$ cat src/rtl/wave_pkg.sv
// -----------------------------------------------------------------------------
// wave_pkg
// Shared definitions for the polyphonic wave synthesiser:
//   - waveform select encodings (triangle, saw, square, noise)
//   - ADSR envelope state enum
//   - per-voice config register addresses
//   - noise LFSR seed, tap mask and step function
// -----------------------------------------------------------------------------
package wave_pkg;

   typedef enum logic [1:0] {
      WAVE_TRI   = 2'd0,
      WAVE_SAW   = 2'd1,
      WAVE_SQR   = 2'd2,
      WAVE_NOISE = 2'd3
   } wave_sel_e;

   typedef enum logic [2:0] {
      ADSR_IDLE    = 3'd0,
      ADSR_ATTACK  = 3'd1,
      ADSR_DECAY   = 3'd2,
      ADSR_SUSTAIN = 3'd3,
      ADSR_RELEASE = 3'd4
   } adsr_state_e;

   localparam logic [2:0] CFG_INC     = 3'd0;
   localparam logic [2:0] CFG_WAVE    = 3'd1;
   localparam logic [2:0] CFG_ATTACK  = 3'd2;
   localparam logic [2:0] CFG_DECAY   = 3'd3;
   localparam logic [2:0] CFG_SUSTAIN = 3'd4;
   localparam logic [2:0] CFG_RELEASE = 3'd5;

   localparam logic [15:0] LFSR_SEED = 16'hACE1;
   // x^16 + x^14 + x^13 + x^11 + 1 -> state bits 15, 13, 12, 10
   localparam logic [15:0] LFSR_TAPS = 16'hB400;

   function automatic logic [15:0] lfsr_next(input logic [15:0] l);
      return {l[14:0], ^(l & LFSR_TAPS)};
   endfunction

endpackage

$ cat src/rtl/wave_voice.sv
// -----------------------------------------------------------------------------
// wave_voice
// One synthesiser voice: config registers, NCO phase accumulator, noise LFSR,
// waveform shaper, ADSR envelope and the amplitude product.
// Ports:
//   clk, reset     clock / async active-high reset
//   tick           sample strobe (stage-1 update on this cycle's edge)
//   s1_valid       stage-1 results valid (stage-2 product update)
//   cfg_we         write strobe already decoded for this voice
//   cfg_addr       register address, cfg_data LSB-aligned write data
//   gate           note gate for this voice
//   active         high while the envelope is not IDLE
//   sample         registered wave * env >> WIDTH
// -----------------------------------------------------------------------------
module wave_voice
   import wave_pkg::*;
#(
   parameter int unsigned WIDTH   = 8,
   parameter int unsigned PHASE_W = 24,
   parameter int unsigned INDEX   = 0
) (
   input  logic               clk,
   input  logic               reset,
   input  logic               tick,
   input  logic               s1_valid,
   input  logic               cfg_we,
   input  logic [2:0]         cfg_addr,
   input  logic [PHASE_W-1:0] cfg_data,
   input  logic               gate,
   output logic               active,
   output logic [WIDTH-1:0]   sample
);

   localparam logic [WIDTH-1:0] MAX = '1;

   logic [PHASE_W-1:0] inc_q, inc_d, phase_q, phase_d;
   wave_sel_e          wave_q, wave_d;
   logic [WIDTH-1:0]   att_q, att_d, dec_q, dec_d, sus_q, sus_d, rel_q, rel_d;
   logic [15:0]        lfsr_q, lfsr_d;
   adsr_state_e        state_q, state_d, eff;
   logic [WIDTH-1:0]   env_q, env_d, wav_q, wav_d, sample_q, sample_d;
   logic               gate_q, gate_d, carry;
   logic [WIDTH-1:0]   p, p_shl;
   logic [WIDTH:0]     sum;
   logic [2*WIDTH-1:0] prod;

   function automatic logic [WIDTH-1:0] rate_step(input logic [WIDTH-1:0] r);
      return (r == '0) ? MAX : r;
   endfunction

   always_comb begin
      inc_d  = inc_q;
      wave_d = wave_q;
      att_d  = att_q;
      dec_d  = dec_q;
      sus_d  = sus_q;
      rel_d  = rel_q;
      if (cfg_we) begin
         case (cfg_addr)
            CFG_INC:     inc_d  = cfg_data;
            CFG_WAVE:    wave_d = wave_sel_e'(cfg_data[1:0]);
            CFG_ATTACK:  att_d  = cfg_data[WIDTH-1:0];
            CFG_DECAY:   dec_d  = cfg_data[WIDTH-1:0];
            CFG_SUSTAIN: sus_d  = cfg_data[WIDTH-1:0];
            CFG_RELEASE: rel_d  = cfg_data[WIDTH-1:0];
            default: ;
         endcase
      end
   end

   always_comb begin
      phase_d = phase_q;
      lfsr_d  = lfsr_q;
      gate_d  = gate_q;
      wav_d   = wav_q;
      state_d = state_q;
      env_d   = env_q;
      carry   = 1'b0;
      eff     = state_q;
      sum     = '0;
      p       = phase_q[PHASE_W-1 -: WIDTH];
      p_shl   = {p[WIDTH-2:0], 1'b0};
      if (tick) begin
         {carry, phase_d} = {1'b0, phase_q} + {1'b0, inc_q};
         if (carry) lfsr_d = lfsr_next(lfsr_q);
         gate_d = gate;
         // Wave is taken from the pre-increment phase so the first tick of a
         // note starts at phase 0.
         case (wave_q)
            WAVE_TRI: wav_d = p[WIDTH-1] ? ~p_shl : p_shl;
            WAVE_SAW: wav_d = p;
            WAVE_SQR: wav_d = p[WIDTH-1] ? '0 : MAX;
            default:  wav_d = lfsr_q[WIDTH-1:0];
         endcase
         // Gate edges redirect the state first; the step below then runs in
         // the redirected state, so edges take effect on the same tick.
         if (gate && !gate_q && (state_q == ADSR_IDLE || state_q == ADSR_RELEASE))
            eff = ADSR_ATTACK;
         else if (!gate && gate_q &&
                  (state_q == ADSR_ATTACK || state_q == ADSR_DECAY || state_q == ADSR_SUSTAIN))
            eff = ADSR_RELEASE;
         state_d = eff;
         case (eff)
            ADSR_IDLE: env_d = '0;
            ADSR_ATTACK: begin
               sum = {1'b0, env_q} + {1'b0, rate_step(att_q)};
               if (sum >= {1'b0, MAX}) begin
                  env_d   = MAX;
                  state_d = ADSR_DECAY;
               end else begin
                  env_d = sum[WIDTH-1:0];
               end
            end
            ADSR_DECAY: begin
               sum = {1'b0, sus_q} + {1'b0, rate_step(dec_q)};
               if ({1'b0, env_q} <= sum) begin
                  env_d   = sus_q;
                  state_d = ADSR_SUSTAIN;
               end else begin
                  env_d = env_q - rate_step(dec_q);
               end
            end
            ADSR_SUSTAIN: env_d = sus_q;
            ADSR_RELEASE: begin
               if (env_q <= rate_step(rel_q)) begin
                  env_d   = '0;
                  state_d = ADSR_IDLE;
               end else begin
                  env_d = env_q - rate_step(rel_q);
               end
            end
            default: begin
               env_d   = '0;
               state_d = ADSR_IDLE;
            end
         endcase
      end
   end

   always_comb begin
      prod     = {{WIDTH{1'b0}}, wav_q} * {{WIDTH{1'b0}}, env_q};
      sample_d = s1_valid ? WIDTH'(prod >> WIDTH) : sample_q;
   end

   always_ff @(posedge clk or posedge reset) begin
      if (reset) begin
         inc_q    <= '0;
         wave_q   <= WAVE_TRI;
         att_q    <= '0;
         dec_q    <= '0;
         sus_q    <= '0;
         rel_q    <= '0;
         phase_q  <= '0;
         lfsr_q   <= LFSR_SEED ^ 16'(INDEX);
         gate_q   <= 1'b0;
         wav_q    <= '0;
         state_q  <= ADSR_IDLE;
         env_q    <= '0;
         sample_q <= '0;
      end else begin
         inc_q    <= inc_d;
         wave_q   <= wave_d;
         att_q    <= att_d;
         dec_q    <= dec_d;
         sus_q    <= sus_d;
         rel_q    <= rel_d;
         phase_q  <= phase_d;
         lfsr_q   <= lfsr_d;
         gate_q   <= gate_d;
         wav_q    <= wav_d;
         state_q  <= state_d;
         env_q    <= env_d;
         sample_q <= sample_d;
      end
   end

   assign active = (state_q != ADSR_IDLE);
   assign sample = sample_q;

endmodule

$ cat src/rtl/poly_wave_synth.sv
// -----------------------------------------------------------------------------
// poly_wave_synth
// VOICES-voice NCO/ADSR synthesiser mixed down to one sample stream.
// Ports:
//   clk, reset     clock / async active-high reset
//   sample_tick    one-cycle sample-rate strobe
//   cfg_we, cfg_voice, cfg_addr, cfg_data   per-voice config write port
//   gate           per-voice note gates
//   voice_active   per-voice envelope-not-idle flags
//   mix_out        averaged voice samples, held between updates
//   mix_valid      pulses 3 clks after each sample_tick
// -----------------------------------------------------------------------------
module poly_wave_synth
   import wave_pkg::*;
#(
   parameter int unsigned VOICES  = 4,
   parameter int unsigned WIDTH   = 8,
   parameter int unsigned PHASE_W = 24
) (
   input  logic               clk,
   input  logic               reset,
   input  logic               sample_tick,
   input  logic               cfg_we,
   input  logic [2:0]         cfg_voice,
   input  logic [2:0]         cfg_addr,
   input  logic [PHASE_W-1:0] cfg_data,
   input  logic [VOICES-1:0]  gate,
   output logic [VOICES-1:0]  voice_active,
   output logic [WIDTH-1:0]   mix_out,
   output logic               mix_valid
);

   localparam int unsigned LOG_V = (VOICES > 1) ? $clog2(VOICES) : 0;
   localparam int unsigned SUM_W = WIDTH + LOG_V;

   logic               s1_valid_q, s1_valid_d, s2_valid_q, s2_valid_d;
   logic               mix_valid_q, mix_valid_d;
   logic [WIDTH-1:0]   mix_q, mix_d;
   logic [VOICES-1:0]  voice_we;
   logic [WIDTH-1:0]   voice_sample [VOICES];
   logic [SUM_W-1:0]   sum;

   // Voice indices >= VOICES never match, so those writes are dropped.
   always_comb begin
      voice_we = '0;
      for (int unsigned i = 0; i < VOICES; i++)
         voice_we[i] = cfg_we && (cfg_voice == 3'(i));
   end

   for (genvar g = 0; g < VOICES; g++) begin : gen_voice
      wave_voice #(
         .WIDTH   (WIDTH),
         .PHASE_W (PHASE_W),
         .INDEX   (g)
      ) u_voice (
         .clk      (clk),
         .reset    (reset),
         .tick     (sample_tick),
         .s1_valid (s1_valid_q),
         .cfg_we   (voice_we[g]),
         .cfg_addr (cfg_addr),
         .cfg_data (cfg_data),
         .gate     (gate[g]),
         .active   (voice_active[g]),
         .sample   (voice_sample[g])
      );
   end

   always_comb begin
      sum = '0;
      for (int unsigned i = 0; i < VOICES; i++)
         sum = sum + SUM_W'(voice_sample[i]);
      mix_d       = s2_valid_q ? WIDTH'(sum >> LOG_V) : mix_q;
      s1_valid_d  = sample_tick;
      s2_valid_d  = s1_valid_q;
      mix_valid_d = s2_valid_q;
   end

   always_ff @(posedge clk or posedge reset) begin
      if (reset) begin
         s1_valid_q  <= 1'b0;
         s2_valid_q  <= 1'b0;
         mix_valid_q <= 1'b0;
         mix_q       <= '0;
      end else begin
         s1_valid_q  <= s1_valid_d;
         s2_valid_q  <= s2_valid_d;
         mix_valid_q <= mix_valid_d;
         mix_q       <= mix_d;
      end
   end

   assign mix_out   = mix_q;
   assign mix_valid = mix_valid_q;

endmodule

$ cat config.mk
export PLATFORM = sky130hd
export DESIGN_NAME = poly_wave_synth
export DESIGN_NICKNAME = d
export VERILOG_FILES = /design/src/rtl/wave_pkg.sv /design/src/rtl/wave_voice.sv /design/src/rtl/poly_wave_synth.sv
export SDC_FILE = /design/constraint.sdc
export NUM_CORES = 2
export LEC_CHECK = 0
export ABC_AREA = 1
export CORE_MARGIN = 4
export CORE_UTILIZATION = 39
export CTS_BUF_LIST = sky130_fd_sc_hd__clkbuf_16
export DETAILED_ROUTE_END_ITERATION = 8
export PLACE_DENSITY = 0.55
export SYNTH_ARGS = -nofsm -noshare
export SYNTH_HDL_FRONTEND = slang
export SYNTH_HIERARCHICAL = 1
export SYNTH_SLANG_ARGS = --single-unit
$ cat constraint.sdc
create_clock -name clk -period 8 [get_ports clk]
set_input_delay 1.2 -clock clk [delete_from_list [all_inputs] [get_ports clk]]
set_output_delay 1.2 -clock clk [all_outputs]
set_load 0.01 [all_outputs]
==> summary.txt <==
Floorplan
  • Core ar.: 113000 µm²
  • Initial Util: 0.395
  • Core Rows: 123
  • Die extent in x: 346 µm
  • Die area: 120000 µm²
  • IO Pins: 51
  • Die height: 346 µm

Power and ir drop
  • PwrDens: 356 nW/µm²
  • Clock Power Share: 0.180
  • Total net switching power: 8.43 mW
  • Comb power frac: 0.578
  • Power Internal: 8.91 mW
  • Power, Total: 17.3 mW
  • Worst VDD drop: 0.000194 V
  • Part of the power in registers: 0.242
  • Switching Share: 0.486
  • Leak: 26.2 nW

Run
  • Max Cap Viol: 0

Route
  • Routed Antenna Nets: 0
  • DRC Markers: 0
  • First-pass iteration count of the detailed router: 9
  • Final wirelength: 122000 µm
  • Via count: 38.1k
  • 1st-iter DRT viols: 2305
  • Via density: 5.01
  • Wire length per cell: 16.0 µm

Clock network
  • Num Clock Sinks: 515
  • Max Root-Sink Buffers: 3
  • Post-CTS Setup Bufs: 0
  • Clock slew seen by the registers of the worst setup and hold paths: 0.06 ns
  • Root buffer cell: clkbuf_16
  • CTS tree: yes
  • H-tree Lvls: 3
  • Total CTS buffers: 67
  • CTS Hold Bufs: 0
  • Post-CTS Resized: 0
  • Worst-skew pair later-pin latency: 0.63 ns

Global routing
  • First-pass GRT wire length: 198000 µm
  • Vias in the first global route: 37.1k
  • Total track usage: 0.201
  • Initial antenna violation count: 1
  • Grt ovf: 0
  • Largest net degree at the start of global routing: 85

Placement
  • DP HPWL: 93900 µm
  • Pre-CTS setup slack: 3.48 ns
  • Dpl cell area: 46400 µm²
  • Routability cong.: 0.894
  • Cell Count Post-Placement: 7478
  • Port Buf Inserts: 50

Layout
  • Layout Cells excl Fill: 7601
  • Ratio of cells with drive above 1 in the final layout: 0.0751
  • Register area: 12900 µm²
  • Commonest non-fill, non-tap cell in the layout: nand2_1
  • Fillcell total: 11.8k
  • Nets: 6656
  • Most frequent cells in the layout: 1675 x nand2_1, 955 x inv_1, 483 x dfrtp_1
  • Core Util, Final: 0.431
  • Antenna diode count: 0
  • Area growth from synthesis to layout: 9.18%
  • Design area: 48700 µm²
  • Multi-input gate area in the final layout: 27200 µm²

Synthesis
  • #FFs+latches synth: 515
  • Syn Nets: 6670
  • Yosys warnings: 6
  • Sequential element share of the synthesized area: 0.290
  • Ys async rst share: 1.00
  • Post-Syn Instances: 6061
  • Synth unique cells: 69
  • Post-synth EDFFs: 0
  • Post-Synthesis Cell Area: 44600 µm²
  • Most used DFF post-synth: dfrtp_1
  • Syn avg cell area: 7.36 µm²

Critical path
  • Critical path arrival: 5.00 ns
  • Critical path fanouts, max: 15
  • Register-to-Register Path Depth: 16
  • Critical Path Source Type: flop
  • Critical Setup Path Class: flop to flop
  • Critical Path Sink Type: flop
  • CP required: 8.52 ns

STA
  • Final Max Tran Viols: 0
  • Worst slew pin tran: 1.22 ns
  • Relative slew slack: 0.182
  • TNS Setup: 0 ns
  • Setup violators final: 0
  • Crit share post-route: 0.560
  • Period minus WS final: 4.48 ns
  • PnR worst setup slack: 3.52 ns
  • Clock Skew: 0.0237 ns
  • RSZ-0062 raised after global routing: no
  • Fmax: 0.223 GHz
  • Min Hold Slack: 0.371 ns
  • Final hold vios: 0

Hold path
  • Hold Path Stages: 0
  • Hold WC Path Type: flop to flop

Status
  • Status: completed
[area by class of cell]
cell class	count	area share
clock buffer	71	0.0365
timing repair buffer	69	0.0132
inverter	1007	0.0780
multi-input combinational	4387	0.558
tap	1500	0.0386
clock inverter	52	0.00995
sequential	515	0.266
[power groups by stage]
stage               logic [mW]  clock network (mW)  registers [mW]
global placement          9.92                   0            4.21
CTS                       10.1                3.22            4.19
floorplan                 8.10                   0            3.66
detailed placement        10.0                   0            4.23
global route              11.6                3.31            4.30
finish                    10.0                3.12            4.19
[state kept, by name (all words and copies together), names as in the netlist, 12 cells and up]
name / flops
gen_voice.u_voice/att_q: 32
gen_voice.u_voice/dec_q: 32
gen_voice.u_voice/env_q: 32
gen_voice.u_voice/inc_q: 96
gen_voice.u_voice/lfsr_q: 64
gen_voice.u_voice/phase_q: 96
gen_voice.u_voice/rel_q: 32
gen_voice.u_voice/sample: 32
gen_voice.u_voice/state_q: 12
gen_voice.u_voice/sus_q: 32
gen_voice.u_voice/wav_q: 32
[critical path: stages, from the launching register on]
cell and delay (ns):
dfrtp_1 0.69, nand2_1 0.16, fa_1 0.55, inv_1 0.05
fa_1 0.52, inv_1 0.05, fa_1 0.50, fa_1 0.54
inv_1 0.04, ha_1 0.35, a21o_1 0.22, a21oi_1 0.23
inv_1 0.07, a21oi_1 0.17, nand3_1 0.10, nand3_1 0.08
nand2_1 0.05
[cell families (layout without fill, tap and decap cells)]
family          after synthesis  after routing  share of synthesized area
simple gates               2735           2735                      0.264
buf+inv                    1159           1199                      0.101
compound gates              901            901                      0.117
fa+ha+maj                   571            571                      0.190
flops                       515            515                      0.290
xor+xnor                    116            116                     0.0228
mux                          64             64                     0.0162
[Yosys cell counts (53+ instances only)]
library cell  number  share of area
a21oi_1          266          0.030
clkbuf_1         108         0.0091
dfrtp_1          483           0.27
fa_1             176          0.079
ha_1             395           0.11
inv_1            945          0.080
inv_2             53         0.0045
mux2_2            64          0.016
nand2_1         1675           0.14
nand3_1          343          0.039
nand4_1           81          0.011
nor2_1           397          0.033
o21ai_0          355          0.040
o21ai_1           56         0.0063
xnor2_1           64          0.013
[metal layers]
| metal | GRT usage | vias to the layer above | wire (µm) |
|---|---|---|---|
| li1 | - | 19409 | - |
| met4 | 0.0483 | 0 | 2890 |
| met5 | 0 | - | 0 |
| met1 | 0.293 | 17877 | 61100 |
| met2 | 0.320 | 616 | 53200 |
| met3 | 0.0229 | 158 | 4440 |
[path summary, 6_finish.rpt]
path | from | end | slack (ns)
max | gen_voice[1].u_voice/env_q[7]$_DFFE_PP0P_ | gen_voice[1].u_voice/sample[6]$_DFFE_PP0P_ | 3.52
min | s1_valid_q$_DFF_PP0_ | mix_valid_d$_DFF_PP0_ | 0.37
max reg2reg | gen_voice[1].u_voice/env_q[7]$_DFFE_PP0P_ | gen_voice[1].u_voice/sample[6]$_DFFE_PP0P_ | 3.52
min reg2reg | s1_valid_q$_DFF_PP0_ | mix_valid_d$_DFF_PP0_ | 0.37
max in group asynchronous | reset | gen_voice[0].u_voice/rel_q[2]$_DFFE_PP0P_ | 4.96
min in group asynchronous | reset | mix_out[2]$_DFFE_PP0P_ | 1.52
Note: power is estimated with default switching activity, not from simulation.
